`src/rtl/ov7670_reg_sequencer_if.sv`:
```
// Sequencer-to-ROM and sequencer-to-SCCB-sender signal bundle.
// The master side is the sequencer; the slave side is the ROM plus the SCCB sender.
interface ov7670_reg_sequencer_if;
  logic [7:0]  rom_addr;
  logic [15:0] rom_data;
  logic        send;
  logic        taken;
  logic [7:0]  id;
  logic [7:0]  rega;
  logic [7:0]  value;

  modport master (
    output rom_addr, send, id, rega, value,
    input  rom_data, taken
  );

  modport slave (
    input  rom_addr, send, id, rega, value,
    output rom_data, taken
  );
endinterface

```
`src/rtl/ov7670_reg_sequencer.sv`:
```
// Walks a {reg, value} ROM table and hands each write to an SCCB sender via send/taken.
// Define SEQ_TIMEOUT_EN to add a sticky watchdog on the taken handshake.
module ov7670_reg_sequencer #(
  parameter logic [7:0]  CAM_ID         = 8'h42,
  parameter logic [19:0] DELAY_CYCLES   = 20'd1000000,
  parameter logic [15:0] TIMEOUT_CYCLES = 16'd50000
) (
  input  logic                          clk,
  input  logic                          rst_n,
  input  logic                          start,
  ov7670_reg_sequencer_if.master        bus,
  output logic                          busy,
  output logic                          done,
  output logic                          error
);

  typedef enum logic [2:0] {StIdle, StFetch, StDecode, StSend, StDelay, StDone} state_e;

  localparam logic [15:0] EndMarker   = 16'hFFFF;
  localparam logic [15:0] DelayMarker = 16'hF0F0;

  state_e      r_state, w_state_d;
  logic [7:0]  r_addr, w_addr_d;
  logic [7:0]  r_rega, w_rega_d;
  logic [7:0]  r_value, w_value_d;
  logic        r_send, w_send_d;
  logic [19:0] r_dly, w_dly_d;
  logic        w_adv;

`ifdef SEQ_TIMEOUT_EN
  logic [15:0] r_to, w_to_d;
  logic        r_error, w_error_d;
`else
  logic        w_unused_timeout;
  assign w_unused_timeout = ^TIMEOUT_CYCLES;
`endif

  always_comb begin
    w_state_d = r_state;
    w_addr_d  = r_addr;
    w_rega_d  = r_rega;
    w_value_d = r_value;
    w_send_d  = r_send;
    w_dly_d   = r_dly;
    w_adv     = 1'b0;
`ifdef SEQ_TIMEOUT_EN
    w_to_d    = r_to;
    w_error_d = r_error;
`endif
    case (r_state)
      StIdle, StDone: begin
        if (start) begin
          w_addr_d  = 8'd0;
          w_state_d = StFetch;
`ifdef SEQ_TIMEOUT_EN
          w_error_d = 1'b0;
`endif
        end
      end
      StFetch: w_state_d = StDecode;
      StDecode: begin
        if (bus.rom_data == EndMarker) begin
          w_state_d = StDone;
        end else if (bus.rom_data == DelayMarker) begin
          w_dly_d   = DELAY_CYCLES - 20'd1;
          w_state_d = StDelay;
        end else begin
          w_rega_d  = bus.rom_data[15:8];
          w_value_d = bus.rom_data[7:0];
          w_send_d  = 1'b1;
          w_state_d = StSend;
`ifdef SEQ_TIMEOUT_EN
          w_to_d    = 16'd0;
`endif
        end
      end
      StSend: begin
        if (bus.taken) begin
          w_send_d = 1'b0;
          w_adv    = 1'b1;
        end
`ifdef SEQ_TIMEOUT_EN
        else if (r_to == TIMEOUT_CYCLES - 16'd1) begin
          w_send_d  = 1'b0;
          w_error_d = 1'b1;
          w_state_d = StDone;
        end else begin
          w_to_d = r_to + 16'd1;
        end
`endif
      end
      StDelay: begin
        if (r_dly == 20'd0) w_adv = 1'b1;
        else                w_dly_d = r_dly - 20'd1;
      end
      default: w_state_d = StIdle;
    endcase

    // The last ROM slot ends the walk rather than wrapping back to 0.
    if (w_adv) begin
      if (r_addr == 8'hFF) begin
        w_state_d = StDone;
      end else begin
        w_addr_d  = r_addr + 8'd1;
        w_state_d = StFetch;
      end
    end
  end

  always_ff @(posedge clk or negedge rst_n) begin
    if (!rst_n) begin
      r_state <= StIdle;
      r_addr  <= 8'd0;
      r_rega  <= 8'd0;
      r_value <= 8'd0;
      r_send  <= 1'b0;
      r_dly   <= 20'd0;
    end else begin
      r_state <= w_state_d;
      r_addr  <= w_addr_d;
      r_rega  <= w_rega_d;
      r_value <= w_value_d;
      r_send  <= w_send_d;
      r_dly   <= w_dly_d;
    end
  end

`ifdef SEQ_TIMEOUT_EN
  always_ff @(posedge clk or negedge rst_n) begin
    if (!rst_n) begin
      r_to    <= 16'd0;
      r_error <= 1'b0;
    end else begin
      r_to    <= w_to_d;
      r_error <= w_error_d;
    end
  end
  assign error = r_error;
`else
  assign error = 1'b0;
`endif

  assign bus.rom_addr = r_addr;
  assign bus.send     = r_send;
  assign bus.id       = CAM_ID;
  assign bus.rega     = r_rega;
  assign bus.value    = r_value;
  assign busy         = (r_state != StIdle) && (r_state != StDone);
  assign done         = (r_state == StDone);

endmodule

```
`src/flat_wrapper.sv`:
```
// flat-port wrapper written by rule: the top's interface ports become plain ports
module ov7670_reg_sequencer_flat 
#(
  parameter logic [7:0]  CAM_ID         = 8'h42,
  parameter logic [19:0] DELAY_CYCLES   = 20'd1000000,
  parameter logic [15:0] TIMEOUT_CYCLES = 16'd50000
)
  (clk, rst_n, start, busy, done, error, bus_rom_addr, bus_send, bus_id, bus_rega, bus_value, bus_rom_data, bus_taken);
  ov7670_reg_sequencer_if bus_i ();
  input  logic clk;
  input  logic rst_n;
  input  logic start;
  output logic busy;
  output logic done;
  output logic error;
  output wire logic [$bits(bus_i.rom_addr)-1:0] bus_rom_addr;
  output wire logic [$bits(bus_i.send)-1:0] bus_send;
  output wire logic [$bits(bus_i.id)-1:0] bus_id;
  output wire logic [$bits(bus_i.rega)-1:0] bus_rega;
  output wire logic [$bits(bus_i.value)-1:0] bus_value;
  input wire logic [$bits(bus_i.rom_data)-1:0] bus_rom_data;
  input wire logic [$bits(bus_i.taken)-1:0] bus_taken;
  assign bus_rom_addr = bus_i.rom_addr;
  assign bus_send = bus_i.send;
  assign bus_id = bus_i.id;
  assign bus_rega = bus_i.rega;
  assign bus_value = bus_i.value;
  assign bus_i.rom_data = bus_rom_data;
  assign bus_i.taken = bus_taken;
  ov7670_reg_sequencer #(.CAM_ID(CAM_ID), .DELAY_CYCLES(DELAY_CYCLES), .TIMEOUT_CYCLES(TIMEOUT_CYCLES)) u_core (.clk(clk), .rst_n(rst_n), .start(start), .bus(bus_i), .busy(busy), .done(done), .error(error));
endmodule
```
`config.mk`:
```
export PLATFORM = sky130hd
export DESIGN_NAME = ov7670_reg_sequencer_flat
export DESIGN_NICKNAME = d
export VERILOG_FILES = /design/src/rtl/ov7670_reg_sequencer_if.sv /design/src/rtl/ov7670_reg_sequencer.sv /design/src/flat_wrapper.sv
export SDC_FILE = /design/constraint.sdc
export NUM_CORES = 1
export LEC_CHECK = 0
export BUFFER_PORTS_ARGS = -buffer_cell sky130_fd_sc_hd__buf_4
export CORE_ASPECT_RATIO = 0.7
export CORE_MARGIN = 2
export CORE_UTILIZATION = 49
export CTS_CLUSTER_SIZE = 30
export DETAILED_ROUTE_END_ITERATION = 12
export GPL_TIMING_DRIVEN = 0
export PLACE_DENSITY = 0.83
export SYNTH_ARGS = -nofsm -noshare
export SYNTH_HDL_FRONTEND = slang
export SYNTH_SLANG_ARGS = --single-unit
export TNS_END_PERCENT = 20
```
`constraint.sdc`:
```
create_clock -name clk -period 2.09 [get_ports clk]
set_input_delay 0.1045 -clock clk [delete_from_list [all_inputs] [get_ports clk]]
set_output_delay 0.1045 -clock clk [all_outputs]
set_load 0.02 [all_outputs]
```
==> qor.txt, run 1 <==
LOGIC SYNTHESIS
------------------------------------------------------------------------------------------
Number of flops mapped to enable cells by yosys .............................            0
Synth top area share ........................................................        44.9%
Synthesis-stage register bit count ..........................................           48
Syn avg cell area ...........................................................     10.1 µm²
Yosys top cell by area ......................................................      dfrtp_1
Proportion of synthesized chip area in sequential cells .....................        44.9%
Netlist Area Pre-Place ......................................................  0.00268 mm²
Async SR Flop Fraction ......................................................         100%
Count of yosys warnings during synthesis ....................................            0
Most frequent cells after synthesis ......................................... dfrtp_1 (48), nand2_1 (21), nand3_1 (17)
Count of unique library cells instantiated by Yosys .........................           55
Synth area leaders .......................................................... dfrtp_1 (45%), mux2_2 (6.7%), o31ai_1 (3.4%)
Library cell with the highest instance count after synthesis ................      dfrtp_1
Most used flip-flop cell after synthesis ....................................      dfrtp_1
Gate count of the mapped netlist ............................................          264

CLOCK NETWORK
------------------------------------------------------------------------------------------
Clock edge transition at the registers on the reported setup and hold paths .      0.09 ns
Insertion delay to the later sink of the worst-skew pair ....................      0.31 ns
Number of buffers added by the clock tree synthesis step ....................            5
Root Buffer .................................................................     clkbuf_8
Clock sink count ............................................................           48
Number of levels in the clock H-tree ........................................            2
CTS tree ....................................................................          yes
Maximum clock insertion buffer count ........................................            2

OUTCOME
------------------------------------------------------------------------------------------
Status ...................................................................... complete, no violations

FINISH
------------------------------------------------------------------------------------------
Area used by multi-input combinational logic ................................  0.00143 mm²
Net count of the finished layout ............................................          352
Area of all sequential standard cells .......................................  0.00121 mm²
Share of cells above drive strength 1 .......................................        36.7%
Relative area change from synthesis to final layout .........................        27.3%
Diodes inserted .............................................................            0
Filler cells ................................................................          428
Final design utilization ....................................................        64.8%

SETUP PATH
------------------------------------------------------------------------------------------
Critical path class .........................................................   reg -> reg
Critical-path top delay cell ................................................        or4_1
Worst path required time ....................................................      2.34 ns
Most common cell on crit path ...............................................        or3_4
Setup crit start kind .......................................................         flop
Maximum fanout along the worst path .........................................            5
CP peak stage delay .........................................................      0.50 ns
WP data arrival .............................................................      2.31 ns
Cells traversed along the worst timing path ................................. or3_4, or3_4, or2_1, or4_1, nand3_1
Critical Path Sink Type .....................................................         flop

DIE
------------------------------------------------------------------------------------------
Core box area ...............................................................  0.00526 mm²
Starting utilization of the core area .......................................        50.9%
Number of core rows .........................................................           22
Die X-Extent ................................................................      92.3 µm
Die outline area ............................................................  0.00608 mm²
Die extent in y .............................................................      65.8 µm
I/O pin total ...............................................................           56

ROUTE
------------------------------------------------------------------------------------------
Routed met3 length ..........................................................       341 µm
Via-to-Cell Ratio ...........................................................         5.84
Via count of the routed design ..............................................         2347
Post-route DRC violation count ..............................................            0
First-pass iteration count of the detailed router ...........................            4
Wire length per cell ........................................................      16.4 µm
Routed length on met2 .......................................................      3120 µm
Antenna-violating nets left .................................................            0
Iter 0 DRT Violations .......................................................          135
Total routed wirelength .....................................................      6570 µm
Topmost layer with routed signal wires ......................................         met4
Post-route met1 wirelength ..................................................      3000 µm

STA
------------------------------------------------------------------------------------------
Count of final hold-check violations ........................................            0
Pin slew with the least headroom to its limit ...............................     0.588 ns
Relative slew slack .........................................................        60.4%
Post-Route Skew .............................................................   0.00484 ns
Final Max Slew Viols ........................................................            0
Final total negative setup slack ............................................         0 ns
Final Cycle Share ...........................................................        98.9%
FMAX ........................................................................      484 MHz
Min Tclk post-route .........................................................      2.07 ns
Setup violations, final .....................................................            0
Setup repair after global routing missed its margin .........................         true

POWER
------------------------------------------------------------------------------------------
Largest voltage drop on the vdd net .........................................     0.886 mV
Static Leakage ..............................................................      1.37 nW
Pwr dens ....................................................................  1070 mW/mm²

PLACEMENT
------------------------------------------------------------------------------------------
Detailed placer's ending HPWL ...............................................      4510 µm
Routability congestion estimate from global placement .......................        0.865
I/O Buffers .................................................................           46

FLOW RUN
------------------------------------------------------------------------------------------
Maximum Capacitance Violations ..............................................            0

GRT
------------------------------------------------------------------------------------------
Number of global-route vias before repair ...................................         2227
Total overflow reported by the global router ................................            0
Global-route wire length before repair ......................................     10800 µm
Number of antenna violations at the first check in global routing ...........            0
Pin count of the biggest net entering global routing ........................           49
Global-route usage over all layers ..........................................        22.9%

MIN PATH
------------------------------------------------------------------------------------------
Class of the tightest hold or removal check .................................    in -> reg

cell type report:
| type | count | area share (%) |
|---|---|---|
| inverters | 6 | 0.661 |
| flip-flops and latches | 48 | 35.5 |
| clock buffers | 7 | 2.83 |
| plain buffers | 18 | 4.04 |
| multi-input cells | 198 | 41.9 |
| clock inverters | 1 | 0.882 |
| repair buffers | 52 | 11.5 |
| well taps | 72 | 2.65 |
kinds of logic (layout without fill, tap and decap cells):
logic type | Yosys count | count (layout) | share of synthesized area, %
multiplexers | 20 | 20 | 8.23
AO/OA/AOI/OAI | 55 | 55 | 14.5
other | 2 | 9 | 0.281
AND/OR/NAND/NOR | 109 | 109 | 24.1
flip-flops | 48 | 48 | 44.9
XOR/XNOR | 2 | 2 | 0.655
adder cells (fa/ha/maj) | 3 | 3 | 1.40
buffers and inverters | 25 | 84 | 5.94
worst max-delay path: cells and delay by family, from the launching register on:
family           cells  cell delay [ns]
and+or+nand+nor      5             1.56
DFF                  1             0.44
metrics by stage:
step | area, µm² | power (mW) | cells | hold slack [ns] | setup WS [ns]
after floorplan | 2700 | 2.29 | 271 | -0.191 | 0.133
after global placement | 3140 | 2.79 | 389 | 0.159 | -0.145
after detailed placement | 3140 | 2.85 | 389 | 0.158 | -0.195
after CTS | 3310 | 3.61 | 398 | 0.0282 | -0.0163
after global routing | 3410 | 3.85 | 402 | 0.0332 | -0.0357
final | 3410 | 3.65 | 402 | 0.0328 | 0.0232
what timing repair did:
item	4_1_cts	5_1_grt
hold buffers	1	0
setup endpoints to repair	9	26
endpoints found under the hold margin	48	0
buffers inserted	0	5
pin swaps	1	5
resized for setup	6	22
registers in the layout, summed over array words and instances, names as in the netlist:
name                 cells
u_core.r_dly            20
u_core.bus.rega          8
u_core.bus.rom_addr      8
u_core.bus.value         8
u_core.r_state           3
u_core.bus.send          1
layout by cell type (no fill, tap or decap), types with 4 or more instances in the layout:
master / n
nor2_1: 12
o31ai_1: 12
dfrtp_2: 6
mux2i_1: 4
nand2_1: 19
nand3_1: 17
a21oi_1: 11
and2_1: 5
mux2_2: 16
o211ai_1: 6
clkbuf_8: 7
dfrtp_1: 42
conb_1: 9
or4_1: 9
nand4_1: 6
o21ai_0: 8
buf_4: 61
or3_1: 6
inv_1: 6
worst paths after layout:
kind	from	endpoint	slack, ns	cells past startpoint
max	u_core.r_dly[5]$_DFFE_PN0P_	u_core.r_dly[9]$_DFFE_PN0P_	0.02	5
min	bus_rom_data[6]	u_core.bus.value[6]$_DFFE_PN0P_	0.03	2
max reg2reg	u_core.r_dly[5]$_DFFE_PN0P_	u_core.r_dly[9]$_DFFE_PN0P_	0.02	5
min reg2reg	u_core.bus.rega[1]$_DFFE_PN0P_	u_core.bus.rega[1]$_DFFE_PN0P_	0.51	1
max in group asynchronous	rst_n	u_core.r_dly[5]$_DFFE_PN0P_	1.31	2
min in group asynchronous	rst_n	u_core.bus.rega[6]$_DFFE_PN0P_	0.34	2
where the power goes:
part	internal [mW]	leakage (nW)	switching (mW)
Clock	0.422	0.0645	0.322
Combinational	0.710	0.772	0.820
Sequential	1.18	0.538	0.191
Total	2.31	1.37	1.33
layer usage:
metal | GRT usage [%] | vias to the layer above
met5 | 0 | -
met4 | 7.84 | 0
met3 | 4.56 | 15
met2 | 37.9 | 68
met1 | 30.3 | 1152
li1 | - | 1112
No activity file was read; power rests on OpenSTA's default activity.
==> run 2: changes to the inputs <==
--- a/config.mk
+++ b/config.mk
@@ -13,6 +13,7 @@
 export DETAILED_ROUTE_END_ITERATION = 12
 export GPL_TIMING_DRIVEN = 0
 export PLACE_DENSITY = 0.83
+export RECOVER_POWER = 50
 export SYNTH_ARGS = -nofsm -noshare
 export SYNTH_HDL_FRONTEND = slang
 export SYNTH_SLANG_ARGS = --single-unit
==> run 2 against run 1 <==
Effect of this change: wire length up 0.26%; first-iteration DRC count up 22%; global-route usage unchanged; via count down 0.30%; highest routed layer unchanged; sequential cell count unchanged; critical path depth unchanged; non-clock buffer count unchanged; final area down 1.2%; fmax about the same; critical path type unchanged; cell count unchanged; power down 2.2%.
==> qor.txt, run 2 (synthesized netlist as in run 1, its figures left out) <==
OUTCOME
------------------------------------------------------------------------------------------
Status ...................................................................... complete, no violations   unchanged

PLACEMENT
------------------------------------------------------------------------------------------
DP Area .....................................................................  0.00314 mm²   unchanged
I/O Buffers .................................................................           46   unchanged
Routability congestion estimate from global placement .......................        0.865   unchanged
Detailed placer's ending HPWL ...............................................      4510 µm   unchanged

SETUP PATH
------------------------------------------------------------------------------------------
Critical Path Sink Type .....................................................         flop   unchanged
Critical register-to-register path endpoint ................................. u_core.r_dly[9]$_DFFE_PN0P_   unchanged
Worst-case register-to-register setup slack .................................      0.02 ns   about the same
Worst Setup EP .............................................................. u_core.r_dly[9]$_DFFE_PN0P_   unchanged
Worst path required time ....................................................      2.34 ns   about the same
Worst setup path startpoint ................................................. u_core.r_dly[5]$_DFFE_PN0P_   unchanged
Setup crit start kind .......................................................         flop   unchanged
WP data arrival .............................................................      2.32 ns   was 2.31 ns
Maximum fanout along the worst path .........................................            5   unchanged
Origin of the critical flop-to-flop path .................................... u_core.r_dly[5]$_DFFE_PN0P_   unchanged
Depth of the most critical reg-to-reg path ..................................            5   unchanged
Critical path class .........................................................   reg -> reg   unchanged

STA
------------------------------------------------------------------------------------------
Setup repair after global routing missed its margin .........................         true   unchanged
Worst-case hold slack .......................................................    0.0319 ns   was 0.0328 ns
Setup violations, final .....................................................            0   unchanged
FMAX ........................................................................      483 MHz   was 484 MHz
Pin slew with the least headroom to its limit ...............................      1.19 ns   was 0.588 ns
Count of final hold-check violations ........................................            0   unchanged
Final Cycle Share ...........................................................        99.0%   was 98.9%
Final Max Slew Viols ........................................................            0   unchanged
Min Tclk post-route .........................................................      2.07 ns   about the same
Relative slew slack .........................................................        20.9%   was 60.4%
Final total negative setup slack ............................................         0 ns   unchanged
Post-Route Skew .............................................................   0.00694 ns   was 0.00484 ns

FINISH
------------------------------------------------------------------------------------------
Share of cells above drive strength 1 .......................................        33.6%   was 36.7%
Relative area change from synthesis to final layout .........................        25.8%   was 27.3%
Filler cells ................................................................          441   was 428
Most frequent standard cell in the layout excluding fill and tap cells ......        buf_4   unchanged
Leading cell types in the layout, fill and taps excluded .................... buf_4 (50), dfrtp_1 (42), nand2_1 (19)   was buf_4 (61), dfrtp_1 (42), nand2_1 (19)
Diodes inserted .............................................................            0   unchanged
Number of flip-flops in the largest register ................................           20   unchanged
Reg with most FFs ........................................................... u_core.r_dly   unchanged
Area of all placed cells without fillers ....................................  0.00337 mm²   was 0.00341 mm²
Net count of the finished layout ............................................          352   unchanged

GRT
------------------------------------------------------------------------------------------
Total overflow reported by the global router ................................            0   unchanged
Number of antenna violations at the first check in global routing ...........            0   unchanged
Pin count of the biggest net entering global routing ........................           49   unchanged
Global-route wire length before repair ......................................     10800 µm   unchanged
Global-route usage over all layers ..........................................        22.9%   unchanged
Number of global-route vias before repair ...................................         2227   unchanged

ROUTE
------------------------------------------------------------------------------------------
Wire length per cell ........................................................      16.4 µm   about the same
Antenna-violating nets left .................................................            0   unchanged
First-pass iteration count of the detailed router ...........................            4   unchanged
Via count of the routed design ..............................................         2340   was 2347
Iter 0 DRT Violations .......................................................          165   was 135
Post-route DRC violation count ..............................................            0   unchanged
Via-to-Cell Ratio ...........................................................         5.82   was 5.84
Total routed wirelength .....................................................      6590 µm   was 6570 µm

CLOCK NETWORK
------------------------------------------------------------------------------------------
Number of buffers added by the clock tree synthesis step ....................            5   unchanged
Insertion delay to the later sink of the worst-skew pair ....................      0.31 ns   about the same
Maximum clock insertion buffer count ........................................            2   unchanged
Number of levels in the clock H-tree ........................................            2   unchanged
Root Buffer .................................................................     clkbuf_8   unchanged
CTS tree ....................................................................          yes   unchanged
Clock sink count ............................................................           48   unchanged
Clock edge transition at the registers on the reported setup and hold paths .      0.09 ns   about the same

DIE
------------------------------------------------------------------------------------------
Number of core rows .........................................................           22   unchanged
Die extent in y .............................................................      65.8 µm   unchanged
I/O pin total ...............................................................           56   unchanged
Starting utilization of the core area .......................................        50.9%   unchanged
Core box area ...............................................................  0.00526 mm²   unchanged
Die X-Extent ................................................................      92.3 µm   unchanged
Die outline area ............................................................  0.00608 mm²   unchanged

POWER
------------------------------------------------------------------------------------------
Largest voltage drop on the vdd net .........................................     0.819 mV   was 0.886 mV
Pwr dens ....................................................................  1060 mW/mm²   was 1070 mW/mm²
Total power .................................................................      3.57 mW   was 3.65 mW
Static Leakage ..............................................................      1.34 nW   was 1.37 nW

MIN PATH
------------------------------------------------------------------------------------------
Class of the tightest hold or removal check .................................    in -> reg   unchanged

FLOW RUN
------------------------------------------------------------------------------------------
Maximum Capacitance Violations ..............................................            0   unchanged

-- run 2: cell types whose count changed in the layout (fill, tap and decap cells not counted), sizes merged --
cell    previous run  this run
buf               66        55
clkbuf             9        20
-- run 2: repair_timing --
action	4_1_cts	5_1_grt
pin swaps	1	5
gates cloned	0	0
buffers inserted	0	5
hold buffers	1	0
endpoints found under the setup margin	9	26
endpoints found under the hold margin	48	0
gates resized for setup	6	22
-- run 2: power by group --
group	leakage [nW]	switching [mW]	total (mW)	internal [mW]
clock	0.0645	0.326	0.748	0.422
combinational	0.735	0.820	1.45	0.626
sequential	0.538	0.189	1.37	1.18
total	1.34	1.34	3.57	2.23
-- run 2: worst max-delay path, stage by stage, from the launching register on --
cell and delay (ns):
dfrtp_2 0.44, or3_4 0.40, or3_4 0.34, or2_1 0.22
or4_1 0.50, nand3_1 0.10
-- run 2: worst min-delay path by stage --
stage / startpoint / to / depth (start not counted)
3_5_place_dp: rst_n / u_core.bus.rega[6]$_DFFE_PN0P_ / 1
2_1_floorplan: rst_n / u_core.bus.rega[0]$_DFFE_PN0P_ / 0
6_report: bus_rom_data[6] / u_core.bus.value[6]$_DFFE_PN0P_ / 2
4_1_cts: bus_rom_data[6] / u_core.bus.value[6]$_DFFE_PN0P_ / 2
5_1_grt: bus_rom_data[5] / u_core.bus.value[5]$_DFFE_PN0P_ / 2
3_3_place_gp: rst_n / u_core.bus.value[4]$_DFFE_PN0P_ / 1
-- run 2: area by class of cell --
| class | instances | area [µm²] | area share (%) |
|---|---|---|---|
| Inverter | 6 | 22.5 | 0.669 |
| Clock inverter | 1 | 30.0 | 0.892 |
| Tap cell | 72 | 90.1 | 2.68 |
| Multi-Input combinational cell | 198 | 1430 | 42.4 |
| Buffer | 18 | 138 | 4.09 |
| Clock buffer | 7 | 96.3 | 2.86 |
| Sequential cell | 48 | 1210 | 35.9 |
| Timing Repair Buffer | 52 | 353 | 10.5 |
-- run 2: layer usage --
layer,vias up,share of wire [%],global-route usage [%]
li1,1106,-,-
met1,1155,46,30.3
met2,65,47,37.9
met3,14,5.6,4.56
met4,0,1.5,7.84
met5,-,0,0
-- run 2: per-stage QoR --
stage / setup WS, ns / util (%) / instances
2_1_floorplan: 0.133 / - / 271
3_3_place_gp: -0.145 / 59.7 / 389
3_5_place_dp: -0.195 / 59.7 / 389
4_1_cts: -0.0163 / 63.0 / 398
5_1_grt: -0.0357 / 64.0 / 402
6_report: 0.0217 / 64.0 / 402
